===== config.mk =====
export PLATFORM = sky130hd
export DESIGN_NAME = alu_req_arbiter
export DESIGN_NICKNAME = d
export VERILOG_FILES = /design/src/rtl/alu_req_arbiter.sv
export SDC_FILE = /design/constraint.sdc
export NUM_CORES = 1
export LEC_CHECK = 0
export CORE_MARGIN = 5
export CORE_UTILIZATION = 34
export DETAILED_ROUTE_END_ITERATION = 7
export MAX_ROUTING_LAYER = met4
export PLACE_DENSITY = 0.76
export SLEW_MARGIN = 20
export SYNTH_ARGS = -nofsm -noshare
export SYNTH_HDL_FRONTEND = slang
export SYNTH_SLANG_ARGS = --single-unit

===== constraint.sdc =====
create_clock -name clk -period 1.6 [get_ports clk]
set_input_delay 0.16 -clock clk [delete_from_list [all_inputs] [get_ports clk]]
set_output_delay 0.16 -clock clk [all_outputs]
set_load 0.05 [all_outputs]

===== src/rtl/alu_req_arbiter.sv =====
// -----------------------------------------------------------------------------
// alu_req_arbiter
//
// Shares one external combinational ALU between two requesters. Requests are
// arbitrated round-robin and only one operation is in flight at a time. The
// operands and opcode that drive the ALU are registered and held. After
// ALU_LAT cycles the ALU result is captured and returned, tagged with the
// owner's ID.
//
// Handshakes (valid/ready on both request ports and on the response port):
//   A transfer happens on a rising clk edge where valid and ready are both
//   high. A producer that raises valid keeps valid and its payload stable
//   until that edge. Ready may depend combinationally on valid. The response
//   side holds rsp_valid/rsp_data/rsp_id/rsp_err stable until it is taken.
//   Dropping a request valid before ready has no effect.
//
// Optional feature macro: ALU_OPSEL_CHECK_EN
//   Defined   : an accepted opcode above 10 does not reach the ALU. It is
//               answered at once with rsp_err=1 and rsp_data=0.
//   Undefined : every opcode goes to the ALU and rsp_err is tied low.
//
// Ports
//   clk, rst_n             clock (rising edge), async active-low reset
//   req0_valid/ready/a/b/opsel   requester 0 operation
//   req1_valid/ready/a/b/opsel   requester 1 operation
//   alu_a, alu_b, alu_opsel      registered operands/opcode to the ALU
//   alu_result                   ALU result (MUL_WIDTH bits)
//   rsp_valid/ready/data/id/err  response to the consumer
//   busy                         high whenever the FSM is not IDLE
//
// Debug: the FSM state is the internal signal "state" (type state_t).
// -----------------------------------------------------------------------------
module alu_req_arbiter #(
  parameter int WIDTH     = 8,
  parameter int MUL_WIDTH = 12,
  parameter int ALU_LAT   = 1
) (
  input  logic                 clk,
  input  logic                 rst_n,
  input  logic                 req0_valid,
  output logic                 req0_ready,
  input  logic [WIDTH-1:0]     req0_a,
  input  logic [WIDTH-1:0]     req0_b,
  input  logic [3:0]           req0_opsel,
  input  logic                 req1_valid,
  output logic                 req1_ready,
  input  logic [WIDTH-1:0]     req1_a,
  input  logic [WIDTH-1:0]     req1_b,
  input  logic [3:0]           req1_opsel,
  output logic [WIDTH-1:0]     alu_a,
  output logic [WIDTH-1:0]     alu_b,
  output logic [3:0]           alu_opsel,
  input  logic [MUL_WIDTH-1:0] alu_result,
  output logic                 rsp_valid,
  input  logic                 rsp_ready,
  output logic [MUL_WIDTH-1:0] rsp_data,
  output logic                 rsp_id,
  output logic                 rsp_err,
  output logic                 busy
);

  typedef enum logic [1:0] {
    IDLE = 2'd0,
    EXEC = 2'd1,
    RESP = 2'd2
  } state_t;

  localparam int CNT_W = (ALU_LAT > 1) ? $clog2(ALU_LAT) : 1;
  localparam logic [CNT_W-1:0] CNT_LOAD = CNT_W'(ALU_LAT - 1);

  state_t           state;
  state_t           state_nxt;
  logic [CNT_W-1:0] cnt;
  logic             last_grant;
  logic             grant;
  logic             accept;
  logic             bad_op;
  logic [WIDTH-1:0] sel_a;
  logic [WIDTH-1:0] sel_b;
  logic [3:0]       sel_opsel;

  // Round-robin: a lone requester always wins. On a tie, the requester that
  // did not win last time wins.
  always_comb begin
    grant = 1'b0;
    if (req0_valid && req1_valid) begin
      grant = ~last_grant;
    end else if (req1_valid) begin
      grant = 1'b1;
    end
  end

  assign accept     = (state == IDLE) && (req0_valid || req1_valid);
  assign req0_ready = (state == IDLE) && req0_valid && !grant;
  assign req1_ready = (state == IDLE) && req1_valid && grant;

  assign sel_a     = grant ? req1_a     : req0_a;
  assign sel_b     = grant ? req1_b     : req0_b;
  assign sel_opsel = grant ? req1_opsel : req0_opsel;

`ifdef ALU_OPSEL_CHECK_EN
  assign bad_op = (sel_opsel > 4'd10);
`else
  assign bad_op = 1'b0;
`endif

  assign busy = (state != IDLE);

  // ---------------------------------------------------------------------------
  // FSM
  // ---------------------------------------------------------------------------
  always_ff @(posedge clk or negedge rst_n) begin
    if (!rst_n) begin
      state <= IDLE;
    end else begin
      state <= state_nxt;
    end
  end

  always_comb begin
    state_nxt = state;
    case (state)
      IDLE: begin
        // A rejected opcode has no ALU work, so it goes straight to RESP.
        if (accept) begin
          state_nxt = bad_op ? RESP : EXEC;
        end
      end
      EXEC: begin
        if (cnt == '0) begin
          state_nxt = RESP;
        end
      end
      RESP: begin
        if (rsp_ready) begin
          state_nxt = IDLE;
        end
      end
      default: state_nxt = IDLE;
    endcase
  end

  // ---------------------------------------------------------------------------
  // Datapath registers
  // ---------------------------------------------------------------------------
  always_ff @(posedge clk or negedge rst_n) begin
    if (!rst_n) begin
      alu_a      <= '0;
      alu_b      <= '0;
      alu_opsel  <= '0;
      cnt        <= '0;
      last_grant <= 1'b1;
      rsp_valid  <= 1'b0;
      rsp_data   <= '0;
      rsp_id     <= 1'b0;
    end else begin
      case (state)
        IDLE: begin
          if (accept) begin
            last_grant <= grant;
            rsp_id     <= grant;
            if (bad_op) begin
              // The ALU inputs keep the previous op's values.
              rsp_valid <= 1'b1;
              rsp_data  <= '0;
            end else begin
              alu_a     <= sel_a;
              alu_b     <= sel_b;
              alu_opsel <= sel_opsel;
              cnt       <= CNT_LOAD;
            end
          end
        end
        EXEC: begin
          // The load value ALU_LAT-1 puts the capture edge exactly ALU_LAT
          // edges after the accept edge.
          if (cnt == '0) begin
            rsp_data  <= alu_result;
            rsp_valid <= 1'b1;
          end else begin
            cnt <= cnt - 1'b1;
          end
        end
        RESP: begin
          // rsp_data and rsp_id keep their last values after the handshake.
          if (rsp_ready) begin
            rsp_valid <= 1'b0;
          end
        end
        default: ;
      endcase
    end
  end

`ifdef ALU_OPSEL_CHECK_EN
  always_ff @(posedge clk or negedge rst_n) begin
    if (!rst_n) begin
      rsp_err <= 1'b0;
    end else if (state == IDLE) begin
      if (accept && bad_op) begin
        rsp_err <= 1'b1;
      end
    end else if (state == RESP) begin
      if (rsp_ready) begin
        rsp_err <= 1'b0;
      end
    end
  end
`else
  assign rsp_err = 1'b0;
`endif

endmodule


# --- After elaboration in Yosys (flattened, before gate mapping) ---
# Cells that the tools add are included.
classes:
  mux: 15
  n_addsub: 1
  n_shift: 0
  mul: 0
  eq_ne: 5
  bitwise_logic: 2
  n_div: 0
  reduce_logical: 17
  order_cmp: 0
ops:
  columns: ["cell", "n"]
  rows:
  - ["two-way mux 8 bit", 2]
  - ["logical AND 1 bit", 6]
  - ["two-way mux 1 bit", 6]
  - ["two-way mux 2 bit", 3]
  - ["inequality test 2 bit, second input constant", 3]
  - ["one-hot mux 2 bit (3 select lines)", 1]
  - ["AND reduction 2 bit", 3]
  - ["AND reduction 3 bit", 2]
  - ["nonzero test 2 bit", 3]
  - ["two-way mux 4 bit", 1]
  - ["one-hot mux 1 bit (2 select lines)", 2]
  - ["equality test 2 x 1 -> 1 bit, second input constant", 1]
  - ["equality test 2 bit, second input constant", 1]
  - ["zero test 2 bit", 1]
  - ["NOT 1 bit", 2]
  - ["zero test 1 bit", 1]
  - ["logical OR 1 bit", 1]
  - ["subtractor 1 bit, second input constant", 1]
word_totals:
  latch_bits: 0
  memories: 0
  register_bits: 38
  mem_bits_ro: 0
  mem_bits_rw: 0
  elab_cells: 49

# --- Longest topological paths before layout ---
# Gate-level depths: netlist of the first run.
depth:
  word_depth: 4
  mapped_depth: 4
  ltp_nobuf: 3

# --- Least setup slack after synthesis of the first run ---
# OpenSTA, ideal clock, no wires.
synth_path:
  path_type: "flip-flop to flip-flop"
  from: "reg last_grant"
  to: "reg rsp_id"
  path_stages_with_launch: 5
  arrival_ns: 1.966
  required_ns: 1.529
  setup_slack_ns: -0.437
  synth_period_minus_slack_ns: 2.037
  cell_sequence: "dfstp_2 a21bo_2 buf_2 nor3_1 a21o_1"
synth_via:
  elab_chain_len: 2
synth_lines:
  columns: ["element", "line_no", "text"]
  rows:
  - ["start, declared", "74", "logic last_grant;"]
  - ["start signal, assigned", "160", "last_grant <= grant;"]
  - ["NOT 1 bit", "87", "grant = ~last_grant;"]
  - ["two-way mux 1 bit", "86", "if (req0_valid && req1_valid) begin"]
  - ["end signal, assigned", "161", "rsp_id <= grant;"]
  - ["end, declared", "57", "output logic rsp_id,"]
# No other way between the ends.
# A chain may end at the register's enable or synchronous reset.

# --- Worst setup path in the final report of the first run ---
layout_path:
  from: "reg last_grant"
  to: "reg alu_b[6]"
layout_via:
  elab_chain_len: 3
layout_lines:
  columns: ["element", "line_no", "text"]
  rows:
  - ["NOT 1 bit", "87", null]
  - ["two-way mux 1 bit", "86", null]
  - ["two-way mux 8 bit", "98", "assign sel_b = grant ? req1_b : req0_b;"]
  - ["end signal, assigned", "168", "alu_b <= sel_b;"]
  - ["end, declared", "51", "output logic [WIDTH-1:0] alu_b,"]
# No other way between the ends.

==> impl_metrics.py, run 1 <==
metrics = {
    "outcome": {
        "status": "finished clean",
    },
    "timing": {
        "min_period_over_period": 0.975,
        "period_needed_ps": 1560,
        "clock.fmax_mhz": 641,
        "setup_viol": 0,
        "setup_ws_ps": 39.5,
        "setup_tns_ps": 0,
        "timing.final.max_slew_violations": 0,
        "clock_skew_ps": 3.75,
        "rsz0062_at_grt": "yes",
        "finalHoldViolations": 0,
    },
    "clock_network": {
        "cts.sinks": 37,
        "cts-buffers-inserted": 5,
        "cts_tree": "yes",
        "clockRootBuffer": "clkbuf_8",
        "worst_skew_pair.late_latency_ps": 280,
        "path_clk_slew_ps": 70,
        "h-tree-depth": 2,
        "clockBufferDepth": 2,
    },
    "cells_and_area": {
        "layout_common_cells": "clkdlybuf4s50_1, mux2_2, buf_4",
        "syn_to_final_growth_pct": 72.6,
        "drive_above_1_share": 0.538,
        "layout_commonest_cell": "clkdlybuf4s50_1",
        "final_util": 0.603,
        "nets": 282,
        "fillers": 401,
        "antenna_cells": 0,
    },
    "critical_path": {
        "startpoint_type": "flip-flop",
        "crit_path_end_kind": "flip-flop",
        "cp.depth": 4,
        "required_ps": 1760,
        "crit_chain": "a21bo_4 -> buf_12 -> mux2_2 -> mux2_2",
        "criticalPathCategory": "flip-flop to flip-flop",
        "cp_max_fo": 9,
        "critPathSlowestCell": "dfstp_2",
        "path_buf_inv": 1,
        "r2r_cells": 4,
        "crit_start": "last_grant$_DFFE_PN1P_",
        "critPathTopFamily": "multiplexers",
        "r2r-start": "last_grant$_DFFE_PN1P_",
        "crit_arrival_ps": 1720,
        "cpMostUsedCell": "mux2_2",
        "crit_path_max_incr_delay_ps": 570,
    },
    "floorplan": {
        "coreArea_mm2": 0.00472,
        "start_util": 0.349,
        "rows": 25,
        "die_area_mm2": 0.00635,
        "io_pins": 95,
        "die_h_um": 79.7,
        "die-width_um": 79.7,
    },
    "yosys": {
        "synth_seq_cells": 37,
        "yosysWarnings": 0,
        "synth.distinct_cells": 18,
        "synth.net_count": 171,
        "syn_inst": 114,
        "seq_area_frac_synth": 0.562,
        "synth_area_mm2": 0.00165,
        "syn_avg_cell_area_um2": 14.5,
    },
    "job": {
        "cap_violations": 0,
    },
    "routing": {
        "vias": 1309,
        "antenna_left": 0,
        "drtIter0Drc": 23,
        "drcViolationCount": 0,
        "vias_per_cell": 4.48,
        "firstDrtPassIters": 4,
        "routed_wl_mm": 4.23,
        "post_drt_wl_per_cell_um": 14.5,
    },
    "grt": {
        "grt_max_degree": 21,
        "antenna_found_initial": 0,
        "overflow": 0,
        "grt_pass1_wl_mm": 6.80,
        "grt_pass1_vias": 1396,
        "grt_use_total": 0.144,
    },
    "pwr": {
        "powerDensity_mw_per_mm2": 2240,
        "p_leak_uw": 0.00125,
        "ir_worst_vdd_mv": 1.27,
        "power.total_uw": 6390,
    },
    "place": {
        "routabilityCongestion": 0.789,
        "pre_cts_ws_ps": -337,
        "numPortBuffers": 93,
        "dpl.hpwl_mm": 3.24,
    },
    "hold_path": {
        "hp-class": "primary input to asynchronous set/reset pin",
    },
}
==> routing by layer <==
layer  global-route usage  share of wire  routed length [um]
met1                0.163           0.41                1740
met3               0.0395          0.087                 366
met2                0.240           0.48                2030
met5                    -              0                   0
met4               0.0584          0.021                  88
==> cells by family after synthesis <==
group / synth area share
flops: 0.562
other cells: 0.00227
buf+inv: 0.0265
compound gates: 0.0288
mux: 0.355
simple gates: 0.0258
==> worst register-to-register path, stage by stage (launching register included) <==
cell and delay [ps]:
dfstp_2 570, a21bo_4 160, buf_12 130, mux2_2 330
mux2_2 260
==> path summary, 6_finish.rpt <==
| check | to | slack [ps] |
|---|---|---|
| max reg2reg | alu_b[6]$_DFFE_PN0P_ | 40 |
| max in group asynchronous | rsp_data[6]$_DFFE_PN0P_ | 770 |
| min reg2reg | rsp_id$_DFFE_PN0P_ | 490 |
| max | alu_b[6]$_DFFE_PN0P_ | 40 |
| min in group clk | rsp_data[5]$_DFFE_PN0P_ | 490 |
| min | alu_b[2]$_DFFE_PN0P_ | 370 |
==> cell usage after synthesis (all sizes together) <==
library cell  count  area (um2)
conb              1        3.75
buf               6        32.5
a21oi             2        10.0
inv               3        11.3
a21bo             2        20.0
o21ai             2        10.0
dfrtp            36         901
nor3b             1        7.51
nand2             2        7.51
nor3              1        5.00
mux2             52         586
nor2b             1        6.26
or2               1        6.26
a21o              1        7.51
dfstp             1        26.3
nor2              1        3.75
and3              1        6.26
==> final cells by class <==
type / count / area, um2 / share of cell area
well taps: 67 / 83.8 / 0.0294
repair buffers: 109 / 1020 / 0.357
inverters: 3 / 11.3 / 0.00395
clock buffers: 7 / 86.3 / 0.0303
flip-flops and latches: 37 / 930 / 0.326
multi-input cells: 69 / 719 / 0.253
==> flip-flops by register name, summed over array words and instances, names as in the netlist <==
register    cells
alu_a           8
alu_b           8
alu_opsel       4
last_grant      1
rsp_data       12
rsp_id          1
rsp_valid       1
state           2
==> stage by stage <==
stage / hold slack, ps / instance area (um2) / cells
after floorplan: -136 / 1660 / 114
after global placement: 155 / 2680 / 279
after detailed placement: 158 / 2680 / 279
after CTS: 389 / 2820 / 289
after global routing: 424 / 2850 / 292
final: 372 / 2850 / 292
==> report_power, final <==
part | internal [uW] | switching, uW
logic | 1620 | 2420
registers | 1440 | 269
clock network | 341 | 297
total | 3400 | 2990
==> repair_timing <==
| item | 4_1_cts | 5_1_grt |
|---|---|---|
| endpoints found under the hold margin | 18 | 0 |
| cloned | 1 | 0 |
| hold buffers | 1 | 0 |
| resized for setup | 4 | 2 |
| endpoints found under the setup margin | 23 | 13 |
| pin swaps | 1 | 1 |
| setup buffers | 1 | 3 |
No activity file was read; power rests on OpenSTA's default activity.
==> run 2: changes to the inputs <==
--- a/config.mk
+++ b/config.mk
@@ -6,10 +6,11 @@
 export NUM_CORES = 1
 export LEC_CHECK = 0
 export CORE_MARGIN = 5
-export CORE_UTILIZATION = 34
+export CORE_UTILIZATION = 35
+export CTS_BUF_LIST = sky130_fd_sc_hd__clkbuf_2 sky130_fd_sc_hd__clkbuf_4 sky130_fd_sc_hd__clkbuf_8
 export DETAILED_ROUTE_END_ITERATION = 7
 export MAX_ROUTING_LAYER = met4
-export PLACE_DENSITY = 0.76
+export PLACE_DENSITY = 0.78
 export SLEW_MARGIN = 20
 export SYNTH_ARGS = -nofsm -noshare
 export SYNTH_HDL_FRONTEND = slang
==> run 2 against run 1 <==
Net effect: non-clock buffer count is 1 lower; core utilization is 0.51 points higher; combinational power decreased by 1%; largest cell class unchanged; critical path type unchanged; setup slack got worse by 32 ps; sequential power barely moved; clock skew increased by 4.7 ps; fmax decreased by 2.0%; critical endpoint is now alu_opsel[1]$_DFFE_PN0P_; global-route usage rose by 1.2 points.
==> impl_metrics.py, run 2 (synthesis gave the netlist of run 1 again) <==
metrics = {
    "job": {
        "cap_violations": 0,
    },
    "place": {
        "placed_area_mm2": 0.00265,
        "dp.cells": 266,
        "numPortBuffers": 93,
        "dpl.hpwl_mm": 3.28,
        "pre_cts_ws_ps": -373,
        "routabilityCongestion": 0.737,
    },
    "grt": {
        "grt_pass1_vias": 1511,
        "antenna_found_initial": 0,
        "grt_pass1_wl_mm": 7.22,
        "grt_max_degree": 22,
        "grt_use_total": 0.156,
        "overflow": 0,
    },
    "cells_and_area": {
        "drive_above_1_share": 0.542,
        "final_util": 0.608,
        "layout_common_cells": "clkdlybuf4s50_1, mux2_2, buf_4",
        "nets": 281,
        "layout_commonest_cell": "clkdlybuf4s50_1",
        "largest_reg_flops": 12,
        "syn_to_final_growth_pct": 71.8,
        "antenna_cells": 0,
        "reg.largest.list": "rsp_data x12, alu_a x8, alu_b x8",
        "fillers": 393,
        "multi_input_area_um2": 738,
        "seq_area_um2": 930,
        "top_register": "rsp_data",
        "final_cells": 279,
        "final_area_mm2": 0.00284,
    },
    "timing": {
        "period_needed_ps": 1590,
        "clock_skew_ps": 8.44,
        "finalHoldViolations": 0,
        "min_period_over_period": 0.995,
        "setup_ws_ps": 7.33,
        "setup_viol": 0,
        "setup_tns_ps": 0,
        "clock.fmax_mhz": 628,
        "timing.final.max_slew_violations": 0,
        "rsz0062_at_grt": "yes",
    },
    "pwr": {
        "power_frac_seq": 0.271,
        "powerDensity_mw_per_mm2": 2240,
        "swShare": 0.471,
        "comb_power_share": 0.627,
        "ir_worst_vdd_mv": 1.12,
        "p_int_uw": 3370,
        "p_switching_uw": 3000,
        "p_leak_uw": 0.00127,
        "clkPwrFrac": 0.102,
    },
    "routing": {
        "post_drt_wl_per_cell_um": 16.0,
        "firstDrtPassIters": 4,
        "routed_wl_mm": 4.46,
        "drtIter0Drc": 23,
        "antenna_left": 0,
        "vias_per_cell": 4.77,
        "drcViolationCount": 0,
        "vias": 1330,
    },
    "floorplan": {
        "io_pins": 95,
        "die_area_mm2": 0.00619,
        "die_h_um": 78.7,
        "start_util": 0.354,
        "die-width_um": 78.7,
        "coreArea_mm2": 0.00466,
        "rows": 25,
    },
    "critical_path": {
        "criticalPathCategory": "flip-flop to flip-flop",
        "required_ps": 1760,
        "crit_path_end_kind": "flip-flop",
        "cp_max_fo": 6,
        "startpoint_type": "flip-flop",
        "crit_arrival_ps": 1750,
    },
    "clock_network": {
        "cts.sinks": 37,
        "cts_tree": "yes",
        "h-tree-depth": 2,
        "clockRootBuffer": "clkbuf_8",
        "clockBufferDepth": 2,
        "path_clk_slew_ps": 70,
        "cts-buffers-inserted": 5,
        "worst_skew_pair.late_latency_ps": 280,
    },
    "outcome": {
        "status": "finished clean",
    },
    "hold_path": {
        "hp-class": "primary input to asynchronous set/reset pin",
    },
}
run 2: path summary, 6_finish.rpt:
path | from | endpoint | slack [ps] | depth (start not counted)
min | rst_n | alu_b[0]$_DFFE_PN0P_ | 400 | 2
min in group clk | req1_valid | last_grant$_DFFE_PN1P_ | 430 | 4
max reg2reg | last_grant$_DFFE_PN1P_ | alu_opsel[1]$_DFFE_PN0P_ | 7 | 4
max in group asynchronous | rst_n | last_grant$_DFFE_PN1P_ | 650 | 3
max | last_grant$_DFFE_PN1P_ | alu_opsel[1]$_DFFE_PN0P_ | 7 | 4
min reg2reg | rsp_id$_DFFE_PN0P_ | rsp_id$_DFFE_PN0P_ | 480 | 1
run 2: critical path, cell delays in order (launching register included):
cell and delay [ps]:
dfstp_2 570, a21bo_4 190, buf_12 130, mux2_2 320
mux2_2 260
run 2: what timing repair did:
action / 4_1_cts / 5_1_grt
cloned: 1 / 0
hold buffers: 1 / 0
pin swaps: 2 / 2
setup buffers: 3 / 0
resized for setup: 7 / 7
endpoints found under the hold margin: 20 / 0
endpoints found under the setup margin: 22 / 10
run 2: power by group through the flow:
stage	sequential [uW]	combinational, uW	clock (uW)
floorplan	3250	1060	0
global placement	1710	3890	0
detailed placement	1710	3930	0
CTS	1720	4000	674
global route	1800	4170	714
finish	1730	3990	650
run 2: per-layer routing:
layer / share of wire / global-route usage / wire length [um] / vias up
li1: - / - / - / 620
met1: 0.36 / 0.152 / 1620 / 653
met2: 0.55 / 0.292 / 2460 / 49
met3: 0.067 / 0.0447 / 297 / 8
met4: 0.020 / 0.0524 / 88 / 0
met5: 0 / - / 0 / -
run 2: area by class of cell:
cell class,instances,share of cell area
clock buffer,7,0.0296
timing repair buffer,108,0.353
sequential,37,0.328
tap,54,0.0238
inverter,3,0.00397
clock inverter,1,0.00177
multi-input combinational,69,0.260
run 2: metrics by stage:
step	total power, uW	hold WS (ps)
4_1_cts	6390	372
6_report	6360	397
5_1_grt	6680	445
2_1_floorplan	4310	-136
3_5_place_dp	5650	152
3_3_place_gp	5600	152
==> run 3: changes to the inputs <==
--- a/config.mk
+++ b/config.mk
@@ -11,6 +11,7 @@
 export DETAILED_ROUTE_END_ITERATION = 7
 export MAX_ROUTING_LAYER = met4
 export PLACE_DENSITY = 0.78
+export REMOVE_ABC_BUFFERS = 1
 export SLEW_MARGIN = 20
 export SYNTH_ARGS = -nofsm -noshare
 export SYNTH_HDL_FRONTEND = slang
==> run 3 against run 2 <==
Net effect: clock skew is 4.8 ps lower; die area unchanged; core utilization down 0.32 points; clock-buffer cell count is the same; largest power group unchanged; combinational power decreased by 1%; fmax down 0.22%; global-route usage is 0.63 points lower; via count fell by 3.2%; power up 2.2%; highest routed layer unchanged; non-clock buffer count down 3; cell count shrank 1.1%; design area decreased by 0.53%; critical path type unchanged.
==> impl_metrics.py, run 3 (synthesis gave the netlist of run 1 again) <==
metrics = {
    "outcome": {
        "status": "finished clean",
    },
    "cells_and_area": {
        "nets": 278,
        "final_cells": 276,
        "largest_reg_flops": 12,
        "final_area_mm2": 0.00282,
        "drive_above_1_share": 0.532,
        "final_util": 0.605,
        "antenna_cells": 0,
        "layout_commonest_cell": "clkdlybuf4s50_1",
        "layout_common_cells": "clkdlybuf4s50_1, mux2_2, buf_4",
        "top_register": "rsp_data",
        "syn_to_final_growth_pct": 70.9,
        "reg.largest.list": "rsp_data x12, alu_a x8, alu_b x8",
    },
    "grt": {
        "grt.busiest_layer": "met2",
        "grt_pass1_vias": 1327,
        "use_met2": 0.222,
        "grt_util_met1": 0.181,
        "grt_pass1_wl_mm": 6.76,
        "use_met3": 0.0585,
        "grt_max_degree": 38,
        "grt_use_total": 0.149,
        "antenna_found_initial": 0,
        "overflow": 0,
    },
    "timing": {
        "clock_skew_ps": 3.66,
        "setup_ws_ps": 3.83,
        "period_needed_ps": 1600,
        "setup_tns_ps": 0,
        "rsz0062_at_grt": "yes",
        "setup_viol": 0,
        "timing.final.max_slew_violations": 0,
        "finalHoldViolations": 0,
        "min_period_over_period": 0.998,
        "clock.fmax_mhz": 626,
    },
    "floorplan": {
        "start_util": 0.354,
        "die_h_um": 78.7,
        "die-width_um": 78.7,
        "io_pins": 95,
        "rows": 25,
        "coreArea_mm2": 0.00466,
        "die_area_mm2": 0.00619,
    },
    "critical_path": {
        "required_ps": 1760,
        "r2r_cells": 4,
        "crit_arrival_ps": 1760,
        "criticalPathCategory": "flip-flop to flip-flop",
        "crit_chain": "a21bo_4 -> buf_6 -> mux2_2 -> mux2_2",
        "path_buf_inv": 1,
        "crit_path_end_kind": "flip-flop",
        "crit_path_max_incr_delay_ps": 580,
        "cpMostUsedCell": "mux2_2",
        "r2r-start": "last_grant$_DFFE_PN1P_",
        "cp_max_fo": 8,
        "startpoint_type": "flip-flop",
        "worst-r2r-setup-slack_ps": 4,
        "critPathTopFamily": "multiplexers",
        "critPathSlowestCell": "dfstp_2",
        "reg2reg_to": "alu_b[0]$_DFFE_PN0P_",
    },
    "routing": {
        "drtIter0Drc": 43,
        "drcViolationCount": 0,
        "post_drt_wl_per_cell_um": 15.7,
        "firstDrtPassIters": 2,
        "antenna_left": 0,
        "vias_per_cell": 4.67,
        "routed_wl_mm": 4.34,
        "vias": 1288,
    },
    "clock_network": {
        "path_clk_slew_ps": 70,
        "worst_skew_pair.late_latency_ps": 280,
        "cts.sinks": 37,
        "clockBufferDepth": 2,
        "cts_tree": "yes",
        "clockRootBuffer": "clkbuf_8",
        "h-tree-depth": 2,
        "cts-buffers-inserted": 5,
    },
    "hold_path": {
        "whs_path_depth": 4,
        "min_to": "last_grant$_DFFE_PN1P_",
        "hp-class": "primary input to flip-flop",
        "min-delay-start": "req1_valid",
    },
    "pwr": {
        "powerDensity_mw_per_mm2": 2310,
        "p_leak_uw": 0.00125,
        "ir_worst_vdd_mv": 0.956,
    },
    "place": {
        "routabilityCongestion": 0.731,
        "pre_cts_ws_ps": -317,
        "dpl.hpwl_mm": 3.21,
        "dp.cells": 265,
        "numPortBuffers": 93,
        "placed_area_mm2": 0.00264,
    },
    "job": {
        "cap_violations": 0,
    },
}
[run 3: cell count changes in the layout (fill, tap and decap cells not counted), moves of 2 or more]
cell     change
buf_4        -3
dfrtp_1      +2
dfrtp_2      -2
mux2_2       +5
mux2_4       -5
[run 3: worst min-delay path, delay by kind of cell]
family / cells / cell delay, ps
buf+inv: 2 / 420
simple gates: 1 / 50
compound gates: 1 / 60
[run 3: final cells by class]
class / instances / area, um2
clock inverters: 1 / 30.0
flip-flops and latches: 37 / 927
clock buffers: 7 / 90.1
inverters: 3 / 11.3
fillers: 402 / 1840
repair buffers: 105 / 970
multi-input cells: 69 / 724
well taps: 54 / 67.6
[run 3: worst max-delay path by stage]
stage                                       from                  endpoint  slack, ps  cells after the start
final                     last_grant$_DFFE_PN1P_      alu_b[0]$_DFFE_PN0P_          4                      4
after global routing      last_grant$_DFFE_PN1P_  alu_opsel[2]$_DFFE_PN0P_        -40                      4
after CTS                 last_grant$_DFFE_PN1P_                req0_ready        -40                      4
after detailed placement              req0_valid      alu_b[0]$_DFFE_PN0P_       -320                      4
after global placement                req0_valid      alu_b[0]$_DFFE_PN0P_       -320                      4
after floorplan                       req1_valid      alu_a[0]$_DFFE_PN0P_       -670                      2
[run 3: timing repair]
action | CTS | global route
endpoints found under the setup margin | 22 | 10
pin swaps | 1 | 2
setup buffers | 2 | 0
hold endpoints to repair | 36 | 0
hold buffers | 1 | 0
gates resized for setup | 7 | 2
cloned | 1 | 0
[run 3: per-stage QoR]
step           hold WS (ps)  power (uW)
6_report                412        6500
3_3_place_gp            238        5600
4_1_cts                 424        6590
2_1_floorplan          -136        4290
3_5_place_dp            235        5660
5_1_grt                 426        6820
[run 3: metal layers]
layer | vias to the layer above | wire length (um)
met5 | - | 0
met4 | 0 | 57
met3 | 5 | 518
met2 | 65 | 1920
met1 | 606 | 1840
li1 | 612 | -
[run 3: power breakdown]
group | switching [uW] | leakage [uW] | internal [uW]
combinational | 2390 | 0.000752 | 1550
sequential | 293 | 0.000433 | 1430
clock | 306 | 0.0000619 | 525
